File: config.mk
export PLATFORM = sky130hd
export DESIGN_NAME = mem_port_arbiter
export DESIGN_NICKNAME = d
export VERILOG_FILES = /design/src/rtl/mem_arb_pkg.sv /design/src/rtl/rr_pick.sv /design/src/rtl/mem_port_arbiter.sv
export SDC_FILE = /design/constraint.sdc
export NUM_CORES = 1
export LEC_CHECK = 0
export BUFFER_PORTS_ARGS = -buffer_cell sky130_fd_sc_hd__buf_2
export CORE_MARGIN = 10
export CORE_UTILIZATION = 45
export DETAILED_ROUTE_END_ITERATION = 8
export PLACE_DENSITY = 0.79
export SLEW_MARGIN = 20
export SYNTH_ARGS = -nofsm -noshare
export SYNTH_HDL_FRONTEND = slang
export SYNTH_SLANG_ARGS = --single-unit
File: constraint.sdc
create_clock -name clk -period 2.6 [get_ports clk]
set_input_delay 0.26 -clock clk [delete_from_list [all_inputs] [get_ports clk]]
set_output_delay 0.26 -clock clk [all_outputs]
set_load 0.02 [all_outputs]
File: src/rtl/mem_arb_pkg.sv
// Shared types and constants for the data-memory port arbiter.
// Requester ids, FSM states and the wait counter width live here.
package mem_arb_pkg;

   typedef enum logic [1:0] {
      IDLE,
      WRITE,
      READ,
      WAIT
   } state_e;

   localparam int REQ_FETCH   = 0;
   localparam int REQ_LOAD    = 1;
   localparam int REQ_STORE   = 2;
   localparam int DEF_NUM_REQ = 3;

   // Wide enough for READ_LAT up to 4.
   localparam int CNT_W = 3;

endpackage

File: src/rtl/rr_pick.sv
// Combinational round-robin picker: searches from last+1 upward,
// wrapping, and returns a one-hot grant plus its index.
module rr_pick #(
   parameter int NUM_REQ = 3,
   parameter int IDX_W   = (NUM_REQ > 1) ? $clog2(NUM_REQ) : 1
) (
   input  logic [NUM_REQ-1:0] i_req,
   input  logic [IDX_W-1:0]   i_last,
   output logic [NUM_REQ-1:0] o_grant,
   output logic [IDX_W-1:0]   o_idx
);

   int   w_pos;
   logic w_found;

   always_comb begin
      o_grant = '0;
      o_idx   = '0;
      w_found = 1'b0;
      w_pos   = 0;
      for (int k = 1; k <= NUM_REQ; k++) begin
         w_pos = (int'(i_last) + k) % NUM_REQ;
         if (!w_found && i_req[w_pos]) begin
            o_grant[w_pos] = 1'b1;
            o_idx          = IDX_W'(w_pos);
            w_found        = 1'b1;
         end
      end
   end

endmodule

File: src/rtl/mem_port_arbiter.sv
// Serializes fetch/load/store accesses onto the single data-memory
// port with round-robin fairness and returns one-hot completions.
module mem_port_arbiter
   import mem_arb_pkg::*;
#(
   parameter int ADDR_W   = 16,
   parameter int DATA_W   = 16,
   parameter int NUM_REQ  = DEF_NUM_REQ,
   parameter int READ_LAT = 1
) (
   input  logic                      clk,
   input  logic                      rst_n,
   input  logic [NUM_REQ-1:0]        req_valid,
   input  logic [NUM_REQ-1:0]        req_we,
   input  logic [NUM_REQ*ADDR_W-1:0] req_addr,
   input  logic [NUM_REQ*DATA_W-1:0] req_wdata,
   output logic [NUM_REQ-1:0]        req_ready,
   output logic [NUM_REQ-1:0]        rsp_valid,
   output logic [DATA_W-1:0]         rsp_data,
   output logic                      mem_re,
   output logic                      mem_we,
   output logic [ADDR_W-1:0]         mem_addr,
   output logic [DATA_W-1:0]         mem_wdata,
   input  logic [DATA_W-1:0]         mem_rdata
);

   localparam int IW = (NUM_REQ > 1) ? $clog2(NUM_REQ) : 1;

   state_e             r_state;
   state_e             w_next;
   logic [IW-1:0]      r_last;
   logic [IW-1:0]      r_id;
   logic [IW-1:0]      w_idx;
   logic [NUM_REQ-1:0] w_grant;
   logic [NUM_REQ-1:0] w_id_oh;
   logic [ADDR_W-1:0]  r_addr;
   logic [DATA_W-1:0]  r_wdata;
   logic [DATA_W-1:0]  r_rsp_data;
   logic [CNT_W-1:0]   r_cnt;
   logic               r_rd_done;
   logic               w_idle;
   logic               w_hs;
   logic               w_last_wait;

   rr_pick #(
      .NUM_REQ (NUM_REQ),
      .IDX_W   (IW)
   ) u_pick (
      .i_req   (req_valid),
      .i_last  (r_last),
      .o_grant (w_grant),
      .o_idx   (w_idx)
   );

   assign w_idle      = (r_state == IDLE);
   assign w_hs        = w_idle & (|req_valid);
   assign w_last_wait = (r_state == WAIT) && (r_cnt == CNT_W'(1));
   assign w_id_oh     = NUM_REQ'(1) << r_id;

   always_comb begin
      w_next = r_state;
      unique case (r_state)
         IDLE:    if (w_hs) w_next = req_we[w_idx] ? WRITE : READ;
         WRITE:   w_next = IDLE;
         READ:    w_next = WAIT;
         WAIT:    if (r_cnt == CNT_W'(1)) w_next = IDLE;
         default: w_next = IDLE;
      endcase
   end

   always_ff @(posedge clk or negedge rst_n) begin
      if (!rst_n) r_state <= IDLE;
      else        r_state <= w_next;
   end

   always_ff @(posedge clk or negedge rst_n) begin
      if (!rst_n) begin
         r_last     <= IW'(NUM_REQ - 1);
         r_id       <= '0;
         r_addr     <= '0;
         r_wdata    <= '0;
         r_cnt      <= '0;
         r_rsp_data <= '0;
         r_rd_done  <= 1'b0;
      end else begin
         if (w_hs) begin
            r_id    <= w_idx;
            r_last  <= w_idx;
            r_addr  <= req_addr[w_idx*ADDR_W +: ADDR_W];
            r_wdata <= req_wdata[w_idx*DATA_W +: DATA_W];
         end
         if (r_state == READ)      r_cnt <= CNT_W'(READ_LAT);
         else if (r_state == WAIT) r_cnt <= r_cnt - CNT_W'(1);
         if (w_last_wait) r_rsp_data <= mem_rdata;
         // Read completion pulses in the IDLE cycle after the last wait.
         r_rd_done <= w_last_wait;
      end
   end

   assign req_ready = w_idle ? w_grant : '0;
   assign rsp_valid = ((r_state == WRITE) || r_rd_done) ? w_id_oh : '0;
   assign rsp_data  = r_rsp_data;
   assign mem_re    = (r_state == READ);
   assign mem_we    = (r_state == WRITE);
   assign mem_addr  = r_addr;
   assign mem_wdata = r_wdata;

endmodule
==> insert_results.sql, run 1 <==
INSERT INTO impl_metrics (metric_group, metric, value, unit) VALUES
('synth', 'synthSimpleGateAreaFrac', '21.2', '%'),
('power', 'p_leak', '2.41', 'nW'),
('cells_and_area', 'fraction_of_final_layout_cells_with_drive_strength_greater_than_1', '48.9', '%'),
('worst_hold_path', 'min-delay-path-class', 'in -> async', ''),
('sta', 'layout_min_cycle_time', '2.72', 'ns'),
('global_routing', 'grt_antenna_before_repair', '0', ''),
('synth', 'mean_instance_size_in_the_synthesized_netlist', '9.47', 'um2'),
('synth', 'postSynth.asyncResetShare', '100', '%'),
('floorplan', 'chipWidth', '105', 'um'),
('cts', 'clock_tree.root_cell', 'sky130_fd_sc_hd__clkbuf_8', ''),
('global_routing', 'first_global_vias', '3496', ''),
('detailed_routing', 'vias_per_cell', '5.26', ''),
('sta', 'grt_setup_unrepaired', 'yes', ''),
('synth', 'synthXorXnorAreaFrac', '0', '%'),
('power', 'power.total', '7.15', 'mW'),
('worst_setup_path', 'critical_path.reg2reg.endpoint', 'mem_addr[3]', ''),
('synth', 'synthesis.instances', '346', ''),
('place', 'finalWeightedCongestion', '0.933', ''),
('synth', 'synth_top_family_by_area', 'simple AND/OR/NAND/NOR gates', ''),
('worst_setup_path', 'crit_path_end', 'req_ready[1]', ''),
('global_routing', 'grt_start_max_net_pins', '58', ''),
('cts', 'cts_hold_buffers', '0', ''),
('run_status', 'outcome', 'complete, but fails checks', ''),
('worst_setup_path', 'critical_path.max_fanout', '6', ''),
('floorplan', 'pin_count', '176', ''),
('floorplan', 'die_height', '105', 'um'),
('cts', 'insertion_delay', '0.33', 'ns'),
('worst_setup_path', 'arrival', '2.46', 'ns'),
('worst_setup_path', 'crit_buf_inv', '2', ''),
('synth', 'synth_cell_type_count', '44', ''),
('sta', 'period_utilization', '105', '%'),
('place', 'dp.final_hpwl', '8.28', 'mm'),
('worst_setup_path', 'cp-start-kind', 'register', ''),
('floorplan', 'core_area', '7180', 'um2'),
('synth', 'synth_fa_ha_area_share', '2.29', '%'),
('sta', 'hold_viol', '0', ''),
('worst_setup_path', 'worst_path_dominant_cell_family', 'flip-flops', ''),
('worst_setup_path', 'ff2ff_path_depth', '6', ''),
('cts', 'cts.reportedPaths.clkPinSlew', '0.07', 'ns'),
('worst_setup_path', 'worstSetupEndpointType', 'primary output', ''),
('detailed_routing', 'final_antenna_net_count', '0', ''),
('worst_setup_path', 'reg2reg_setup_slack', '0.04', 'ns'),
('run_status', 'failing_checks', 'negative setup slack', ''),
('synth', 'yosys-mux-area-fraction', '11.4', '%'),
('global_routing', 'global_route_wire_length_before_repair', '17.9', 'mm'),
('detailed_routing', 'route.final.wire_length', '11.9', 'mm'),
('synth', 'yosys.area.top_type', 'sky130_fd_sc_hd__dfrtp_1', ''),
('synth', 'synth_compound_gate_area_share', '15.3', '%'),
('synth', 'synth_top_cell_area_share', '42.8', '%'),
('synth', 'cell_types_occupying_the_most_area_after_synthesis', 'sky130_fd_sc_hd__dfrtp_1 43%, sky130_fd_sc_hd__mux2i_1 11%, sky130_fd_sc_hd__nand2_1 10%', ''),
('synth', 'synth_flop_cell', 'sky130_fd_sc_hd__dfrtp_1', ''),
('synth', 'synth-warning-count', '0', ''),
('sta', 'setup_viol', '3', ''),
('worst_setup_path', 'crit_start', 'r_last[1]', ''),
('worst_setup_path', 'critical_path_depth', '7', ''),
('sta', 'final-max-slew-violation-count', '0', ''),
('sta', 'setup_slack', '-0.121', 'ns'),
('detailed_routing', 'drtIter0Drc', '234', ''),
('detailed_routing', 'detail_route.wl_per_cell', '18.7', 'um'),
('place', 'place.port_buffers', '175', ''),
('detailed_routing', 'drc', '0', ''),
('global_routing', 'grt_usage', '19.5', '%'),
('floorplan', 'design.die.area', '11100', 'um2'),
('sta', 'finClkSkew', '0.00760', 'ns'),
('floorplan', 'initial_core_utilization', '45.6', '%'),
('power', 'peakVddDrop', '810', 'uV'),
('floorplan', 'rows', '31', ''),
('cts', 'cts.sinks', '57', ''),
('synth', 'synth_enable_flop_cells', '0', ''),
('detailed_routing', 'drt_first_pass_iters', '4', ''),
('cts', 'cts_htree_levels', '3', '');
## synth_stat cells, types with 3 or more instances
cell type and instances:
sky130_fd_sc_hd__and3b_1 3, sky130_fd_sc_hd__mux2i_1 36, sky130_fd_sc_hd__nor2b_1 5, sky130_fd_sc_hd__buf_12 3, sky130_fd_sc_hd__o21ai_0 8, sky130_fd_sc_hd__buf_2 6
sky130_fd_sc_hd__o211ai_1 24, sky130_fd_sc_hd__nand2_1 88, sky130_fd_sc_hd__ha_1 6, sky130_fd_sc_hd__nand3_1 36, sky130_fd_sc_hd__nor2_1 7, sky130_fd_sc_hd__inv_1 7
sky130_fd_sc_hd__buf_6 3, sky130_fd_sc_hd__nor3_1 4, sky130_fd_sc_hd__dfrtp_1 56, sky130_fd_sc_hd__o211ai_2 10, sky130_fd_sc_hd__clkbuf_1 13
## flip-flops by register name (all words and copies together) (netlist names)
register	cells
mem_addr	16
mem_wdata	16
r_rd_done	1
r_state	2
r_last	2
r_cnt	3
r_id	1
rsp_data	16
## worst min-delay path by stage
stage,slack (ns),from,endpoint
6_report,0.06,rst_n,r_id[1]
2_1_floorplan,-0.04,rst_n,mem_addr[0]
4_1_cts,0.09,rst_n,rsp_data[15]
3_5_place_dp,0.45,rst_n,rsp_data[0]
3_3_place_gp,0.45,rst_n,rsp_data[0]
5_1_grt,0.11,rst_n,r_id[1]
## where the power goes
part           internal (mW)  switching (mW)  total (mW)
Sequential              1.34           0.308        1.65
Combinational           1.92            2.58        4.49
Clock                  0.636           0.369        1.01
Total                   3.90            3.25        7.15
## timing repair
item / 4_1_cts / 5_1_grt
endpoints found under the setup margin: 11 / 38
buffers inserted: 6 / 4
pin swaps: 7 / 4
endpoints found under the hold margin: 0 / 0
resized for setup: 19 / 25
gates cloned: 0 / 3
## layer usage
| layer | part of all wire (%) | global-route usage (%) | wire length (um) | vias to the layer above |
|---|---|---|---|---|
| li1 | - | - | - | 1600 |
| met1 | 41 | 22.7 | 4860 | 1563 |
| met2 | 48 | 32.3 | 5760 | 173 |
| met3 | 9.1 | 6.70 | 1080 | 23 |
| met4 | 1.9 | 7.55 | 231 | 0 |
| met5 | 0 | 0 | 0 | - |
## cells in the final DEF (no fill, tap or decap), types with 3 or more instances in the layout
master	instances
sky130_fd_sc_hd__buf_2	173
sky130_fd_sc_hd__buf_4	21
sky130_fd_sc_hd__buf_6	4
sky130_fd_sc_hd__bufinv_16	3
sky130_fd_sc_hd__clkbuf_8	9
sky130_fd_sc_hd__dfrtp_1	55
sky130_fd_sc_hd__ha_1	3
sky130_fd_sc_hd__inv_1	4
sky130_fd_sc_hd__inv_2	3
sky130_fd_sc_hd__mux2i_1	28
sky130_fd_sc_hd__mux2i_2	6
sky130_fd_sc_hd__mux2i_4	3
sky130_fd_sc_hd__nand2_1	88
sky130_fd_sc_hd__nand3_1	36
sky130_fd_sc_hd__nor2_1	4
sky130_fd_sc_hd__nor2b_1	4
sky130_fd_sc_hd__nor3_1	4
sky130_fd_sc_hd__o211ai_1	24
sky130_fd_sc_hd__o211ai_2	10
sky130_fd_sc_hd__o21ai_0	7
## cell families (layout without fill, tap and decap cells)
group	count (synthesis)	count (layout)
AO/OA/AOI/OAI	59	60
buffers and inverters	33	226
adder cells (fa/ha/maj)	6	6
flip-flops	57	57
AND/OR/NAND/NOR	154	154
multiplexers	37	37
## layout make-up
cell class / count / area, um2
inverters: 8 / 30.0
well taps: 99 / 124
repair buffers: 202 / 1160
fillers: 575 / 2320
clock buffers: 9 / 124
clock inverters: 7 / 119
multi-input cells: 257 / 1870
flip-flops and latches: 57 / 1430
## through the flow
step           worst slack (ns)  setup TNS [ns]  cells  utilization [%]  cell area, um2
6_report                 -0.121          -0.249    639             67.6            4850
3_5_place_dp            -0.0354         -0.0784    610             59.6            4270
5_1_grt                  -0.186          -0.853    639             67.6            4850
3_3_place_gp              0.101               0    610             59.6            4270
4_1_cts                 -0.0709           -1.02    632             64.6            4630
2_1_floorplan             0.209               0    346                -            3280
Power figures use the tool's default switching activity.
==> inputs of run 2 (changes only) <==
Settings changed: CORE_MARGIN 10 to 3.
Clock period 2.6 ns to 2.7 ns, I/O delays scaled along.
==> insert_results.sql, run 2 (synthesis results as in run 1) <==
INSERT INTO impl_metrics (metric_group, metric, value, unit) VALUES
('sta', 'layout_min_cycle_time', '2.69', 'ns'),
('floorplan', 'core_area', '6940', 'um2'),
('power', 'peakVddDrop', '819', 'uV'),
('power', 'p_leak', '2.34', 'nW'),
('worst_setup_path', 'timing.critical_path.required', '2.43', 'ns'),
('detailed_routing', 'detail_route.wl_per_cell', '15.2', 'um'),
('cts', 'tritoncts_buffer_count', '9', ''),
('detailed_routing', 'drt_first_pass_iters', '6', ''),
('sta', 'clock.fmax', '372', 'MHz'),
('worst_setup_path', 'cp-start-kind', 'register', ''),
('cells_and_area', 'fraction_of_final_layout_cells_with_drive_strength_greater_than_1', '45.0', '%'),
('sta', 'finClkSkew', '0.00990', 'ns'),
('detailed_routing', 'drc', '0', ''),
('cells_and_area', 'nNetsFinal', '652', ''),
('worst_setup_path', 'critical_path.max_fanout', '7', ''),
('detailed_routing', 'vias', '3259', ''),
('cells_and_area', 'layout.cells.most_common', 'sky130_fd_sc_hd__buf_2', ''),
('floorplan', 'initial_core_utilization', '47.2', '%'),
('worst_hold_path', 'min-delay-path-class', 'in -> reg', ''),
('cts', 'insertion_delay', '0.33', 'ns'),
('cts', 'cts.sinks', '57', ''),
('place', 'place_inst', '606', ''),
('detailed_routing', 'drtIter0Drc', '96', ''),
('detailed_routing', 'vias_per_cell', '5.20', ''),
('sta', 'hold_viol', '0', ''),
('floorplan', 'chipWidth', '91.3', 'um'),
('cts', 'cts.reportedPaths.clkPinSlew', '0.07', 'ns'),
('cts', 'tritoncts', 'done', ''),
('run_status', 'outcome', 'completed', ''),
('place', 'place.port_buffers', '175', ''),
('worst_setup_path', 'arrival', '2.42', 'ns'),
('cells_and_area', 'fillCellCount', '565', ''),
('cts', 'clock_tree.root_cell', 'sky130_fd_sc_hd__clkbuf_8', ''),
('cts', 'cts_htree_levels', '3', ''),
('place', 'dp.final_hpwl', '7.08', 'mm'),
('floorplan', 'pin_count', '176', ''),
('sta', 'grt_setup_unrepaired', 'yes', ''),
('global_routing', 'grt_start_max_net_pins', '35', ''),
('place', 'finalWeightedCongestion', '0.853', ''),
('floorplan', 'die_height', '91.3', 'um'),
('global_routing', 'first_global_vias', '3360', ''),
('detailed_routing', 'final_antenna_net_count', '0', ''),
('worst_setup_path', 'critical_path_class', 'reg -> out', ''),
('sta', 'relSlewSlack', '62.3', '%'),
('cells_and_area', 'syn_to_final_growth', '40.8', '%'),
('cells_and_area', 'antenna-diode-count', '0', ''),
('global_routing', 'grt.overflow.total', '0', ''),
('place', 'placement.setup.worst_slack', '0.131', 'ns'),
('sta', 'period_utilization', '99.5', '%'),
('detailed_routing', 'route.final.wire_length', '9.53', 'mm'),
('floorplan', 'rows', '30', ''),
('power', 'power.total', '6.21', 'mW'),
('global_routing', 'global_route_wire_length_before_repair', '15.4', 'mm'),
('sta', 'setup_slack', '0.0131', 'ns'),
('floorplan', 'design.die.area', '8340', 'um2'),
('cts', 'max-clock-path-buffers', '2', ''),
('worst_setup_path', 'worstSetupEndpointType', 'primary output', ''),
('cells_and_area', 'util_after_layout', '66.4', '%'),
('sta', 'slew_at_the_pin_closest_to_its_max_slew_limit', '0.561', 'ns'),
('global_routing', 'grt_usage', '22.8', '%'),
('run', 'drv.max_cap_violation_count', '0', ''),
('global_routing', 'grt_antenna_before_repair', '0', ''),
('cells_and_area', 'final-instance-count-excl-fill', '627', ''),
('power', 'pwr_density_cell', '1350', 'nW/um2'),
('cells_and_area', 'layout_common_cells', '174 x sky130_fd_sc_hd__buf_2, 88 x sky130_fd_sc_hd__nand2_1, 55 x sky130_fd_sc_hd__dfrtp_1', ''),
('sta', 'setup_viol', '0', ''),
('sta', 'final-max-slew-violation-count', '0', '');
==> run 2: through the flow <==
stage	cell area (um2)	hold WS [ns]	setup TNS (ns)
after detailed placement	4250	0.298	0
after CTS	4570	0.113	-0.0146
after floorplan	3280	-0.0256	0
after global routing	4610	0.130	-0.108
final	4610	0.127	0
after global placement	4250	0.278	0
==> run 2: final timing paths <==
path | start | endpoint | slack (ns) | cells after the start
max in group asynchronous | rst_n | mem_wdata[2] | 1.39 | 3
max reg2reg | r_last[1] | mem_wdata[7] | 0.32 | 7
max | r_last[1] | req_ready[1] | 0.01 | 7
min in group asynchronous | rst_n | rsp_data[0] | 0.46 | 2
min reg2reg | rsp_data[14] | rsp_data[14] | 0.47 | 2
min | mem_rdata[10] | rsp_data[10] | 0.13 | 3
==> run 2: what timing repair did <==
item	4_1_cts	5_1_grt
pin swaps	6	3
buffers inserted	3	1
hold endpoints to repair	22	0
resized for setup	13	6
hold buffers	1	0
endpoints found under the setup margin	2	3
==> run 2: layout make-up <==
| class | instances | area [um2] | area share, % |
|---|---|---|---|
| Clock buffer | 11 | 141 | 3.07 |
| Clock inverter | 5 | 103 | 2.23 |
| Inverter | 8 | 30.0 | 0.651 |
| Multi-Input combinational cell | 256 | 1740 | 37.8 |
| Sequential cell | 57 | 1430 | 31.0 |
| Tap cell | 96 | 120 | 2.61 |
| Timing Repair Buffer | 194 | 1040 | 22.6 |
==> run 2: critical path: stages, from the launching register on <==
cell and delay (ns):
sky130_fd_sc_hd__dfstp_2 0.58, sky130_fd_sc_hd__inv_2 0.07, sky130_fd_sc_hd__ha_4 0.18, sky130_fd_sc_hd__mux2i_1 0.18, sky130_fd_sc_hd__or4_4 0.46, sky130_fd_sc_hd__a2111oi_4 0.30, sky130_fd_sc_hd__o21a_1 0.19, sky130_fd_sc_hd__buf_6 0.13
==> run 2: layer usage <==
metal	track usage, %	up-vias	part of all wire (%)
met5	0	-	0
met4	7.16	0	1.4
met3	7.04	14	8.7
met2	41.1	150	49
met1	25.6	1520	40
li1	-	1575	-
==> run 2: power by group <==
group	total [mW]	switching, mW	internal [mW]
Combinational	3.68	2.19	1.49
Sequential	1.56	0.270	1.29
Clock	0.973	0.335	0.637
==> inputs of run 3 (changes only) <==
Settings changed: CELL_PAD_IN_SITES_DETAIL_PLACEMENT set to 1, CELL_PAD_IN_SITES_GLOBAL_PLACEMENT set to 2, CORE_UTILIZATION 45 to 25.
==> insert_results.sql, run 3 (synthesis results as in run 1) <==
INSERT INTO impl_metrics (metric_group, metric, value, unit) VALUES
('detailed_routing', 'vias_per_cell', '4.68', ''),
('cells_and_area', 'util_after_layout', '37.9', '%'),
('sta', 'grt_setup_unrepaired', 'yes', ''),
('worst_hold_path', 'holdPathEnd', 'rsp_data[15]', ''),
('worst_setup_path', 'reg2reg_setup_slack', '0.13', 'ns'),
('sta', 'final-max-slew-violation-count', '0', ''),
('worst_hold_path', 'timing.hold.worst.start', 'mem_rdata[15]', ''),
('detailed_routing', 'drtIter0Drc', '154', ''),
('place', 'place_inst', '682', ''),
('worst_setup_path', 'critical_path_class', 'reg -> out', ''),
('floorplan', 'chipWidth', '120', 'um'),
('sta', 'clock.fmax', '371', 'MHz'),
('worst_setup_path', 'cp_slowest_cell', 'sky130_fd_sc_hd__dfstp_2', ''),
('global_routing', 'global_route_wire_length_before_repair', '18.4', 'mm'),
('place', 'placement.setup.worst_slack', '0.102', 'ns'),
('sta', 'setup_viol', '0', ''),
('sta', 'layout_min_cycle_time', '2.70', 'ns'),
('worst_hold_path', 'min-delay-path-class', 'in -> reg', ''),
('place', 'dpl_cell_area', '4340', 'um2'),
('run', 'drv.max_cap_violation_count', '0', ''),
('cts', 'tritoncts', 'done', ''),
('cts', 'max-clock-path-buffers', '2', ''),
('floorplan', 'pin_count', '176', ''),
('floorplan', 'design.die.area', '14500', 'um2'),
('floorplan', 'die_height', '120', 'um'),
('worst_setup_path', 'critical_path.reg2reg.endpoint', 'mem_addr[11]', ''),
('worst_setup_path', 'max_stage_delay', '0.60', 'ns'),
('power', 'power.total', '6.57', 'mW'),
('power', 'p_leak', '2.38', 'nW'),
('floorplan', 'core_area', '12700', 'um2'),
('worst_setup_path', 'ff2ff_path_depth', '9', ''),
('global_routing', 'first_global_vias', '3502', ''),
('place', 'place.port_buffers', '175', ''),
('detailed_routing', 'vias', '3302', ''),
('global_routing', 'grt_antenna_before_repair', '0', ''),
('worst_hold_path', 'min_path_cells', '3', ''),
('detailed_routing', 'drt_first_pass_iters', '4', ''),
('cells_and_area', 'finalInstanceArea', '4820', 'um2'),
('cells_and_area', 'syn_to_final_growth', '47.2', '%'),
('cts', 'insertion_delay', '0.33', 'ns'),
('detailed_routing', 'detail_route.wl_per_cell', '16.6', 'um'),
('detailed_routing', 'final_antenna_net_count', '0', ''),
('worst_setup_path', 'path_cells', 'inv_2 > ha_4 > mux2i_2 > or4_4 > a2111oi_2 > o21a_1 > buf_6', ''),
('cells_and_area', 'fraction_of_final_layout_cells_with_drive_strength_greater_than_1', '46.3', '%'),
('floorplan', 'initial_core_utilization', '25.7', '%'),
('global_routing', 'grt.overflow.total', '0', ''),
('cells_and_area', 'fillCellCount', '1563', ''),
('sta', 'slew_at_the_pin_closest_to_its_max_slew_limit', '0.491', 'ns'),
('place', 'dp.final_hpwl', '8.52', 'mm'),
('detailed_routing', 'drc', '0', ''),
('power', 'peakVddDrop', '471', 'uV'),
('worst_setup_path', 'cp-start-kind', 'register', ''),
('worst_setup_path', 'worst_path_dominant_cell_family', 'flip-flops', ''),
('cells_and_area', 'final-instance-count-excl-fill', '705', ''),
('cells_and_area', 'nNetsFinal', '654', ''),
('worst_setup_path', 'arrival', '2.43', 'ns'),
('sta', 'relSlewSlack', '67.0', '%'),
('power', 'pwr_density_cell', '1360', 'nW/um2'),
('cts', 'cts_htree_levels', '3', ''),
('cts', 'cts.reportedPaths.clkPinSlew', '0.05', 'ns'),
('worst_setup_path', 'critical_path.max_fanout', '3', ''),
('worst_setup_path', 'crit_buf_inv', '2', ''),
('detailed_routing', 'route.final.wire_length', '11.7', 'mm'),
('cts', 'tritoncts_buffer_count', '9', ''),
('global_routing', 'grt_start_max_net_pins', '35', ''),
('sta', 'period_utilization', '100', '%'),
('cells_and_area', 'layout_common_cells', '174 x sky130_fd_sc_hd__buf_2, 88 x sky130_fd_sc_hd__nand2_1, 55 x sky130_fd_sc_hd__dfrtp_1', ''),
('worst_setup_path', 'timing.critical_path.required', '2.43', 'ns'),
('cts', 'clock_tree.root_cell', 'sky130_fd_sc_hd__clkbuf_16', ''),
('global_routing', 'grt_usage', '16.1', '%'),
('cells_and_area', 'layout.cells.most_common', 'sky130_fd_sc_hd__buf_2', ''),
('worst_setup_path', 'reg2reg_from', 'r_last[1]', ''),
('cells_and_area', 'antenna-diode-count', '0', ''),
('place', 'finalWeightedCongestion', '0.806', ''),
('floorplan', 'rows', '41', ''),
('worst_setup_path', 'worstSetupEndpointType', 'primary output', ''),
('sta', 'hold_viol', '0', ''),
('sta', 'finClkSkew', '0.00683', 'ns'),
('run_status', 'outcome', 'completed', ''),
('cts', 'cts.sinks', '57', ''),
('sta', 'setup_slack', '0.00109', 'ns');
[run 3: worst max-delay path by stage]
stage	start	endpoint	slack, ns	depth (start not counted)
after global placement	r_last[0]	mem_addr[11]	0.19	8
after detailed placement	r_last[0]	req_ready[0]	0.10	8
final	r_last[1]	req_ready[1]	0.001	7
after global routing	r_last[1]	req_ready[0]	-0.07	8
after floorplan	r_last[1]	req_ready[0]	0.05	7
after CTS	r_last[1]	req_ready[1]	-0.01	7
[run 3: routing by layer]
metal / GRT usage, % / wire [um] / share of wire, % / up-vias
met5: 0 / 0 / 0 / -
met2: 26.7 / 5630 / 48 / 138
li1: - / - / - / 1583
met4: 6.73 / 221 / 1.9 / 0
met1: 19.0 / 4840 / 41 / 1565
met3: 5.29 / 1020 / 8.7 / 16
[run 3: tightest hold or removal path: cells and delay by family]
family | cells | cell delay (ns)
and+or+nand+nor | 2 | 0.08
buffers and inverters | 1 | 0.07
[run 3: stage by stage]
stage / hold WS, ns / setup TNS (ns)
4_1_cts: 0.112 / -0.0104
2_1_floorplan: -0.0256 / 0
5_1_grt: 0.117 / -0.124
3_5_place_dp: 0.185 / 0
6_report: 0.126 / 0
3_3_place_gp: 0.178 / 0
[run 3: area by class of cell]
type	instances	area (um2)	area share, %
clock buffer	11	243	5.03
clock inverter	5	55.1	1.14
inverter	8	30.0	0.623
tap	172	215	4.46
timing repair buffer	196	1060	22.0
sequential	57	1430	29.6
multi-input combinational	256	1790	37.2
[run 3: power by group]
group,total (mW),leakage [nW],switching (mW),internal (mW)
clock network,1.14,0.142,0.409,0.735
registers,1.59,0.697,0.292,1.29
logic,3.84,1.54,2.29,1.55
[run 3: repair_timing]
item,CTS,global route
pin swaps,8,2
endpoints found under the setup margin,2,2
setup buffers,4,2
hold endpoints to repair,11,0
hold buffers,1,0
gates resized for setup,22,8
gates cloned,0,0
